### src/rtl/if_id_pipe.sv
// if_id_pipe: IF/ID pipeline register with load-use hazard detection, branch flush and event counters
//   clk, rst            : clock, async active-high reset
//   instruction_in/pc_plus_4_in : fetched instruction and its PC+4
//   select_pc           : branch taken, flushes the slot
//   id_ex_mem_read/id_ex_rt     : load currently in EX and its destination
//   instruction_out/pc_plus_4_out/valid_out : registered slot presented to decode
//   pc_write/id_ex_bubble       : stall controls back to fetch and forward to ID/EX
//   stall_count/flush_count     : saturating event counters
module if_id_pipe #(
    parameter logic [31:0] NOP_WORD = 32'h0000_0000,
    parameter int          CNT_W    = 16
) (
    input  logic             clk,
    input  logic             rst,
    input  logic [31:0]      instruction_in,
    input  logic [31:0]      pc_plus_4_in,
    input  logic             select_pc,
    input  logic             id_ex_mem_read,
    input  logic [4:0]       id_ex_rt,
    output logic [31:0]      instruction_out,
    output logic [31:0]      pc_plus_4_out,
    output logic             valid_out,
    output logic             pc_write,
    output logic             id_ex_bubble,
    output logic [CNT_W-1:0] stall_count,
    output logic [CNT_W-1:0] flush_count
);
    logic [5:0] opcode;
    logic [4:0] rs;
    logic [4:0] rt;
    logic       rt_src;
    logic       hazard;
    assign opcode = instruction_out[31:26];
    assign rs     = instruction_out[25:21];
    assign rt     = instruction_out[20:16];
    // R-type, sw, beq and bne read rt; everything else writes it
    assign rt_src = opcode == 6'h00 || opcode == 6'h2B || opcode == 6'h04 || opcode == 6'h05;
    // gated by valid_out, so a flushed or reset slot can never stall
    assign hazard = valid_out && id_ex_mem_read && id_ex_rt != 5'd0 &&
                    (id_ex_rt == rs || (rt_src && id_ex_rt == rt));
    assign pc_write     = !hazard;
    assign id_ex_bubble = hazard;
    always_ff @(posedge clk or posedge rst) begin
        if (rst) begin
            instruction_out <= NOP_WORD;
            pc_plus_4_out   <= 32'd0;
            valid_out       <= 1'b0;
            stall_count     <= '0;
            flush_count     <= '0;
        end else if (select_pc) begin
            instruction_out <= NOP_WORD;
            pc_plus_4_out   <= 32'd0;
            valid_out       <= 1'b0;
            flush_count     <= flush_count + {{(CNT_W-1){1'b0}}, ~&flush_count};
        end else if (hazard) begin
            stall_count     <= stall_count + {{(CNT_W-1){1'b0}}, ~&stall_count};
        end else begin
            instruction_out <= instruction_in;
            pc_plus_4_out   <= pc_plus_4_in;
            valid_out       <= 1'b1;
        end
    end
endmodule

### config.mk
export PLATFORM = sky130hd
export DESIGN_NAME = if_id_pipe
export DESIGN_NICKNAME = d
export VERILOG_FILES = /design/src/rtl/if_id_pipe.sv
export SDC_FILE = /design/constraint.sdc
export NUM_CORES = 1
export LEC_CHECK = 0
export CAP_MARGIN = 10
export CORE_MARGIN = 1.5
export CORE_UTILIZATION = 30
export DETAILED_ROUTE_END_ITERATION = 7
export PLACE_DENSITY = 0.66
export SYNTH_ARGS = -nofsm -noshare
export SYNTH_HDL_FRONTEND = slang
export SYNTH_SLANG_ARGS = --single-unit
### constraint.sdc
create_clock -name clk -period 2.9 [get_ports clk]
set_input_delay 0.435 -clock clk [delete_from_list [all_inputs] [get_ports clk]]
set_output_delay 0.435 -clock clk [all_outputs]
set_load 0.05 [all_outputs]
==> results.md, run 1 <==
* Core Region at 14000 um2
* Leak at 2.92 nW
* # rows at 43
* Fin crit share at 0.958
* Final instance area at 6600 um2
* Pins Over Slew Limit at 0
* WP depth at 7
* TritonCTS clock tree: yes
* Placer Congestion at 0.779
* Initial DRC count at 139
* F_max at 360 MHz
* Placed Area at 6290 um2
* Chip Width at 123 um
* Internal at 0.00256 W
* Layout cell share with drive strength beyond 1 at 0.0705
* Largest net degree at the start of global routing at 58
* Post-synthesis cell area at 4330 um2
* Total number of yosys warnings at 0
* Synth top area share at 0.561
* Most numerous cell in the Yosys netlist: dfrtp_1
* Post-cts hold buffer count at 0
* Yosys cell types at 28
* Crit Path Max Fanout at 9
* Initial antenna violation count at 0
* Post-synth EDFFs at 0
* Post-synthesis mux area share at 0.158
* IO buf count at 171
* Boundary Pins at 172
* Endpoints failing setup at 0
* Fillers at 1320
* Initial core utilization at 0.309
* Worst hold path class: reg -> reg
* Sw Share at 0.313
* Clock power share at 0.335
* Power Density at 565 nW/um2
* Critical path class: in -> out
* TritonCTS Buffers at 9
* Simple-Gate Fraction of Synth Area at 0.143
* Worst slew pin tran at 0.727 ns
* Crit-path slowest cell: clkdlybuf4s50_1
* GRT overflow at 0
* CP startpoint kind: input pin
* Min Tclk post-route at 2.78 ns
* Compound-Gate Fraction of Synth Area at 0.00723
* #FFs+latches synth at 97
* Die Y at 123 um
* Comb pwr share at 0.248
* Worst R2R Start: stall_count[2]
* Psw at 0.00117 W
* Final WL at 11.2 mm
* Area leader, netlist: dfrtp_1
* Syn avg cell area at 11.6 um2
* Register area share after synthesis at 0.561
* IR drop worst, VDD at 0.000387 V
* Largest family of logic cells by synthesized area: multiplexers
* Clock-pin slew on the worst setup and hold paths at 0.06 ns
* Gr usage total at 0.150
* Hpwl dp at 8.25 mm
* Synth Area in XOR/XNOR at 0.0786
* WL per Instance at 15.3 um
* Max Cap Viol at 0
* Crit path cell chain: clkdlybuf4s50_1 > or3_1 > o311a_1 > nand4_1 > o21a_2 > inv_2 > buf_12
* Worst-Skew Late Latency at 0.34 ns
* Status: complete, no violations
* Clk_skew at 0.00662 ns
* Final hold vios at 0
* Avg Vias per Cell at 4.66
* # resized after CTS at 0
* # DRC at 0
* Pre-Repair DR Iteration Count at 4
* First-pass GRT wire length at 17.6 mm
* Top post-synthesis cells by area: dfrtp_1 (56%), mux2i_1 (15%), nor2_1 (6.2%)
* Vias in the first global route at 3490
* Max-slew headroom at 0.515
* Nature of the critical path endpoint: primary output
* Vias at 3415
* Worst-case clock buffer depth at 2
* Post-synth ARST share at 1.00
* Syn_nets at 452
* Clk sinks at 97
* Critical path required time at 2.47 ns
* ANT nets after route at 0
* Layout Nets at 627
* Die area at 15200 um2
* Adder-cell share of the synthesized area at 0.0173
* Synth cell count leaders: dfrtp_1 (97), nor2_1 (71), mux2i_1 (64)
* Critical path's top delay family: buffers and inverters
* Root buf cell: clkbuf_16
* Cells after synthesis at 373
* Worst hold stages at 1
* # diodes at 0
* Setup TNS at 0 ns
* R2R cell count at 11
* Top_reg_cell synth: dfrtp_1
* CP peak stage delay at 0.47 ns
* WP data arrival at 2.34 ns
* # Post-CTS Setup Buffers at 0
* H-tree Lvls at 3
* Hold Crit Start: stall_count[14]
* Sequential power share at 0.416
* RSZ-0062 raised after global routing: false
* Worst setup path startpoint: id_ex_rt[0]
* CP Buf/Inv Count at 3
* Layout Area Growth over Synthesis at 52.6%
[worst reg2reg max path, stage by stage, from the launching register on]
cell	delay [ns]
dfrtp_1	0.44
and4_1	0.22
and3_1	0.22
and3_1	0.19
nand4_1	0.13
ha_1	0.18
ha_1	0.14
nand2_1	0.05
nor2_1	0.16
nand3_1	0.13
nor4_1	0.35
xor2_1	0.17
[worst paths after layout]
kind | end | slack (ns)
worst max register to register | stall_count[14] | 0.47
worst min register to register | stall_count[14] | 0.49
max in group asynchronous | instruction_out[12] | 1.74
min in group asynchronous | pc_plus_4_out[27] | 0.59
worst min-delay path | stall_count[14] | 0.49
worst max-delay path | id_ex_bubble | 0.12
[layout by cell type, fill, tap and decap left out]
| cell type | count |
|---|---|
| clkdlybuf4s50_1 | 168 |
| dfrtp_1 | 97 |
| nor2_1 | 71 |
| mux2i_1 | 64 |
| xnor2_1 | 25 |
| nand2_1 | 14 |
| nand3_1 | 14 |
| xor2_1 | 12 |
| nand4_1 | 9 |
| clkbuf_16 | 9 |
| nor3_1 | 8 |
| buf_4 | 7 |
| and3_1 | 6 |
| ha_1 | 6 |
| buf_12 | 6 |
| inv_1 | 5 |
| clkinv_2 | 5 |
| nor4_1 | 4 |
| mux2_2 | 4 |
| and4_1 | 3 |
| or3_1 | 3 |
| bufinv_16 | 2 |
| nor3b_1 | 1 |
| a2111oi_0 | 1 |
| o311a_1 | 1 |
| o21ai_1 | 1 |
| o21a_2 | 1 |
| inv_2 | 1 |
| nor2b_1 | 1 |
| clkinvlp_4 | 1 |
| or4_4 | 1 |
| xnor2_2 | 1 |
| buf_2 | 1 |
[area by class of cell]
cell class	instances	area (um2)	share of cell area
well taps	180	225	0.0341
inverters	7	30.0	0.00455
clock inverters	7	85.1	0.0129
multi-input cells	251	1750	0.265
repair buffers	182	1860	0.282
clock buffers	9	225	0.0341
flip-flops and latches	97	2430	0.368
[power groups by stage]
| stage | Combinational [W] | Clock, W | Sequential, W |
|---|---|---|---|
| global route | 0.000984 | 0.00136 | 0.00157 |
| detailed placement | 0.000932 | 0 | 0.00158 |
| CTS | 0.000937 | 0.00129 | 0.00156 |
| floorplan | 0.000212 | 0 | 0.00191 |
| global placement | 0.000923 | 0 | 0.00157 |
| finish | 0.000926 | 0.00125 | 0.00155 |
[per-stage QoR]
stage	worst slack [ns]	util	power (W)	hold WS (ns)	instances
after global routing	0.0588	0.472	0.00392	0.524	733
final	0.121	0.472	0.00373	0.489	733
after floorplan	0.453	-	0.00212	0.588	373
after CTS	0.114	0.472	0.00379	0.494	733
after global placement	0.137	0.450	0.00249	0.475	717
after detailed placement	0.108	0.450	0.00251	0.481	717
[cells by family after synthesis]
logic type                 count (synthesis)
and+or+nand+nor                          135
adders and majority gates                  6
muxes                                     68
AOI/OAI and AO/OA                          4
buffers and inverters                     25
DFF                                       97
xor gates and xnor gates                  38
[metal layers]
layer	GRT usage	vias to the layer above	part of all wire
met5	0	-	0
met2	0.238	139	0.46
met1	0.185	1643	0.43
li1	-	1610	-
met3	0.0475	23	0.080
met4	0.0718	0	0.029
[state kept, by name, summed over array words and instances (netlist names)]
register and flops:
valid_out 1, pc_plus_4_out 32, stall_count 16, instruction_out 32
flush_count 16
(Power assumes the default switching activity.)
==> run 2, diff against run 1 <==
--- a/config.mk
+++ b/config.mk
@@ -8,6 +8,7 @@
 export CAP_MARGIN = 10
 export CORE_MARGIN = 1.5
 export CORE_UTILIZATION = 30
+export CTS_CLUSTER_DIAMETER = 60
 export DETAILED_ROUTE_END_ITERATION = 7
 export PLACE_DENSITY = 0.66
 export SYNTH_ARGS = -nofsm -noshare
==> results of run 2 <==
The final DEF is identical to that of run 1; final timing and power are the same.
==> run 3, diff against run 2 <==
--- a/config.mk
+++ b/config.mk
@@ -5,12 +5,13 @@
 export SDC_FILE = /design/constraint.sdc
 export NUM_CORES = 1
 export LEC_CHECK = 0
+export ABC_AREA = 1
 export CAP_MARGIN = 10
-export CORE_MARGIN = 1.5
+export CORE_MARGIN = 2
 export CORE_UTILIZATION = 30
 export CTS_CLUSTER_DIAMETER = 60
 export DETAILED_ROUTE_END_ITERATION = 7
-export PLACE_DENSITY = 0.66
+export PLACE_DENSITY = 0.65
 export SYNTH_ARGS = -nofsm -noshare
 export SYNTH_HDL_FRONTEND = slang
 export SYNTH_SLANG_ARGS = --single-unit
==> results.md, run 3 <==
* # diodes at 0 (unchanged)
* IR drop worst, VDD at 0.000339 V (-12%)
* Die Y at 130 um (+5.9%)
* Most frequent cells in the layout: clkdlybuf4s50_1 (169), nand2_1 (158), dfrtp_1 (97), nand4_1 (87), nand3_1 (83)
* Post-synth ARST share at 1.00 (unchanged)
* Power Density at 526 nW/um2 (-6.8%)
* Post-synth EDFFs at 0 (unchanged)
* Status: complete, no violations
* Top_reg_cell synth: dfrtp_1
* Setup TNS at 0 ns (unchanged)
* Gr usage total at 0.167 (+0.0171)
* WL per Instance at 14.8 um (-3.1%)
* Syn avg cell area at 8.25 um2 (-29%)
* Max-slew headroom at 0.623 (+0.108)
* WP data arrival at 2.71 ns (+0.37 ns)
* IO buf count at 171 (unchanged)
* Placer Congestion at 0.816 (+4.8%)
* Layout Nets at 813 (+30%)
* Largest net degree at the start of global routing at 98 (+69%)
* Clk_skew at 0.00673 ns (+0.000107 ns)
* TritonCTS Buffers at 9 (unchanged)
* Critical path required time at 3.18 ns (+0.71 ns)
* Pins Over Slew Limit at 0 (unchanged)
* Min Tclk post-route at 2.42 ns (-0.355 ns)
* Top post-synthesis cells by area: dfrtp_1 (51%), nand2_1 (12%), nand4_1 (11%)
* Die area at 17000 um2 (+12%)
* Final WL at 14.1 mm (+26%)
* TritonCTS clock tree: yes
* # Post-CTS Setup Buffers at 0 (unchanged)
* Worst setup path startpoint: stall_count[5]
* Yosys cell types at 21 (-25%)
* Avg Vias per Cell at 4.84 (+4.0%)
* Layout cell share with drive strength beyond 1 at 0.0488 (-0.0217)
* Endpoints failing setup at 0 (unchanged)
* #FFs+latches synth at 97 (unchanged)
* Max Cap Viol at 0 (unchanged)
* Worst-Skew Late Latency at 0.34 ns (about the same)
* CP peak stage delay at 0.45 ns (-0.02 ns)
* Worst R2R Start: stall_count[5]
* Crit path cell chain: nand2_1 > nor2_1 > nand3_1 > or4_1 > ha_1 > nand2_1 > nor2_1 > nand2_1 > inv_1 > nand2_1 > nand2_1 > nand2_1 > nand4_1 > nand2_1
* Hpwl dp at 9.40 mm (+14%)
* Nature of the critical path endpoint: flop
* Worst hold path class: reg -> reg
* Initial antenna violation count at 1 (+1)
* Vias in the first global route at 4400 (+26%)
* Vias at 4622 (+35%)
* Final hold vios at 0 (unchanged)
* # rows at 46 (+7.0%)
* Crit Path Max Fanout at 6 (-3)
* Critical path's top delay family: simple AND/OR/NAND/NOR gates
* Most frequent CP cell: nand2_1
* Clk sinks at 97 (unchanged)
* Synth top area share at 0.506 (-0.0546)
* Smallest hold slack at 0.501 ns (+0.0113 ns)
* Most numerous cell in the Yosys netlist: nand2_1
* Post-synthesis cell area at 4790 um2 (+11%)
* CP Buf/Inv Count at 1 (-2)
* # resized after CTS at 0 (unchanged)
* F_max at 413 MHz (+15%)
* Layout Area Growth over Synthesis at 47.3%
* CP startpoint kind: flop
* RSZ-0062 raised after global routing: false
* Area leader, netlist: dfrtp_1
* Pre-Repair DR Iteration Count at 4 (unchanged)
* Worst-case clock buffer depth at 2 (unchanged)
* Initial core utilization at 0.304 (-0.00536)
* Core Region at 15800 um2 (+13%)
* Leak at 3.29 nW (+13%)
* Worst slew pin tran at 0.563 ns (-0.164 ns)
* First-pass GRT wire length at 22.5 mm (+28%)
* Largest registers: instruction_out (32), pc_plus_4_out (32)
* Syn_nets at 660 (+46%)
* Fillers at 1568 (+19%)
* Fin crit share at 0.836 (-0.122)
* Post-cts hold buffer count at 0 (unchanged)
* Synth cell count leaders: nand2_1 (159), dfrtp_1 (97), nand4_1 (87)
* Hold Crit Start: flush_count[5]
* Chip Width at 130 um (+5.9%)
* Initial DRC count at 244 (+76%)
* # DRC at 0 (unchanged)
* ANT nets after route at 0 (unchanged)
* Clock-pin slew on the worst setup and hold paths at 0.07 ns (about the same)
* Leading cell type in the layout, fill and taps excluded: clkdlybuf4s50_1
* Boundary Pins at 172 (unchanged)
* Crit-path slowest cell: or4_1
* Total number of yosys warnings at 0 (unchanged)
* Root buf cell: clkbuf_16
* Register area share after synthesis at 0.506 (-0.0546)
* Critical path class: reg -> reg
* H-tree Lvls at 3 (unchanged)
* GRT overflow at 0 (unchanged)
* Cells after synthesis at 581 (+56%)
==> run 3: kinds of logic (layout without fill, tap and decap cells) <==
logic type,Yosys count,in the layout,share of synthesized area
XOR/XNOR,26,26,0.0475
adder cells (fa/ha/maj),6,6,0.0157
flip-flops,97,97,0.506
AND/OR/NAND/NOR,371,371,0.362
AO/OA/AOI/OAI,5,5,0.00757
buffers and inverters,76,233,0.0608
==> run 3: stage by stage <==
step | worst slack (ns) | util | total power [W] | std cells | instance area [um2]
5_1_grt | 0.231 | 0.448 | 0.00388 | 954 | 7060
3_3_place_gp | 0.530 | 0.429 | 0.00251 | 939 | 6760
2_1_floorplan | 0.240 | - | 0.00211 | 581 | 4800
6_report | 0.476 | 0.448 | 0.00372 | 954 | 7060
3_5_place_dp | 0.530 | 0.429 | 0.00251 | 939 | 6760
4_1_cts | 0.502 | 0.448 | 0.00376 | 954 | 7060
==> run 3: worst register-to-register path: stages (launching register included) <==
cell and delay (ns):
dfrtp_1 0.44, nand2_1 0.09, nor2_1 0.25, nand3_1 0.13
or4_1 0.45, ha_1 0.22, nand2_1 0.12, nor2_1 0.08
nand2_1 0.13, inv_1 0.10, nand2_1 0.08, nand2_1 0.05
nand2_1 0.06, nand4_1 0.08, nand2_1 0.09
==> run 3: report_power, final <==
group          switching, W  total, W  internal (W)
combinational      0.000598  0.000932      0.000334
clock              0.000527   0.00124      0.000713
sequential        0.0000977   0.00155       0.00145
total               0.00122   0.00372       0.00250
==> run 3: per-layer routing <==
metal	track usage	wire length (um)
met1	0.228	6570
met2	0.251	6220
met3	0.0480	996
met4	0.0663	306
met5	0	10
==> run 3: final cells by class <==
type | count | area (um2) | area share
clock inverter | 4 | 51.3 | 0.00726
clock buffer | 11 | 253 | 0.0358
timing repair buffer | 183 | 1850 | 0.261
multi-input combinational | 408 | 2080 | 0.294
inverter | 35 | 138 | 0.0195
sequential | 97 | 2430 | 0.344
tap | 216 | 270 | 0.0383
==> run 3: worst paths after layout <==
check / cells past startpoint / slack [ns] / end
worst max register to register: 14 / 0.48 / stall_count[15]
max in group asynchronous: 3 / 1.90 / stall_count[12]
worst min register to register: 1 / 0.50 / flush_count[5]
min in group asynchronous: 3 / 0.58 / flush_count[5]
worst max-delay path: 14 / 0.48 / stall_count[15]
worst min-delay path: 1 / 0.50 / flush_count[5]
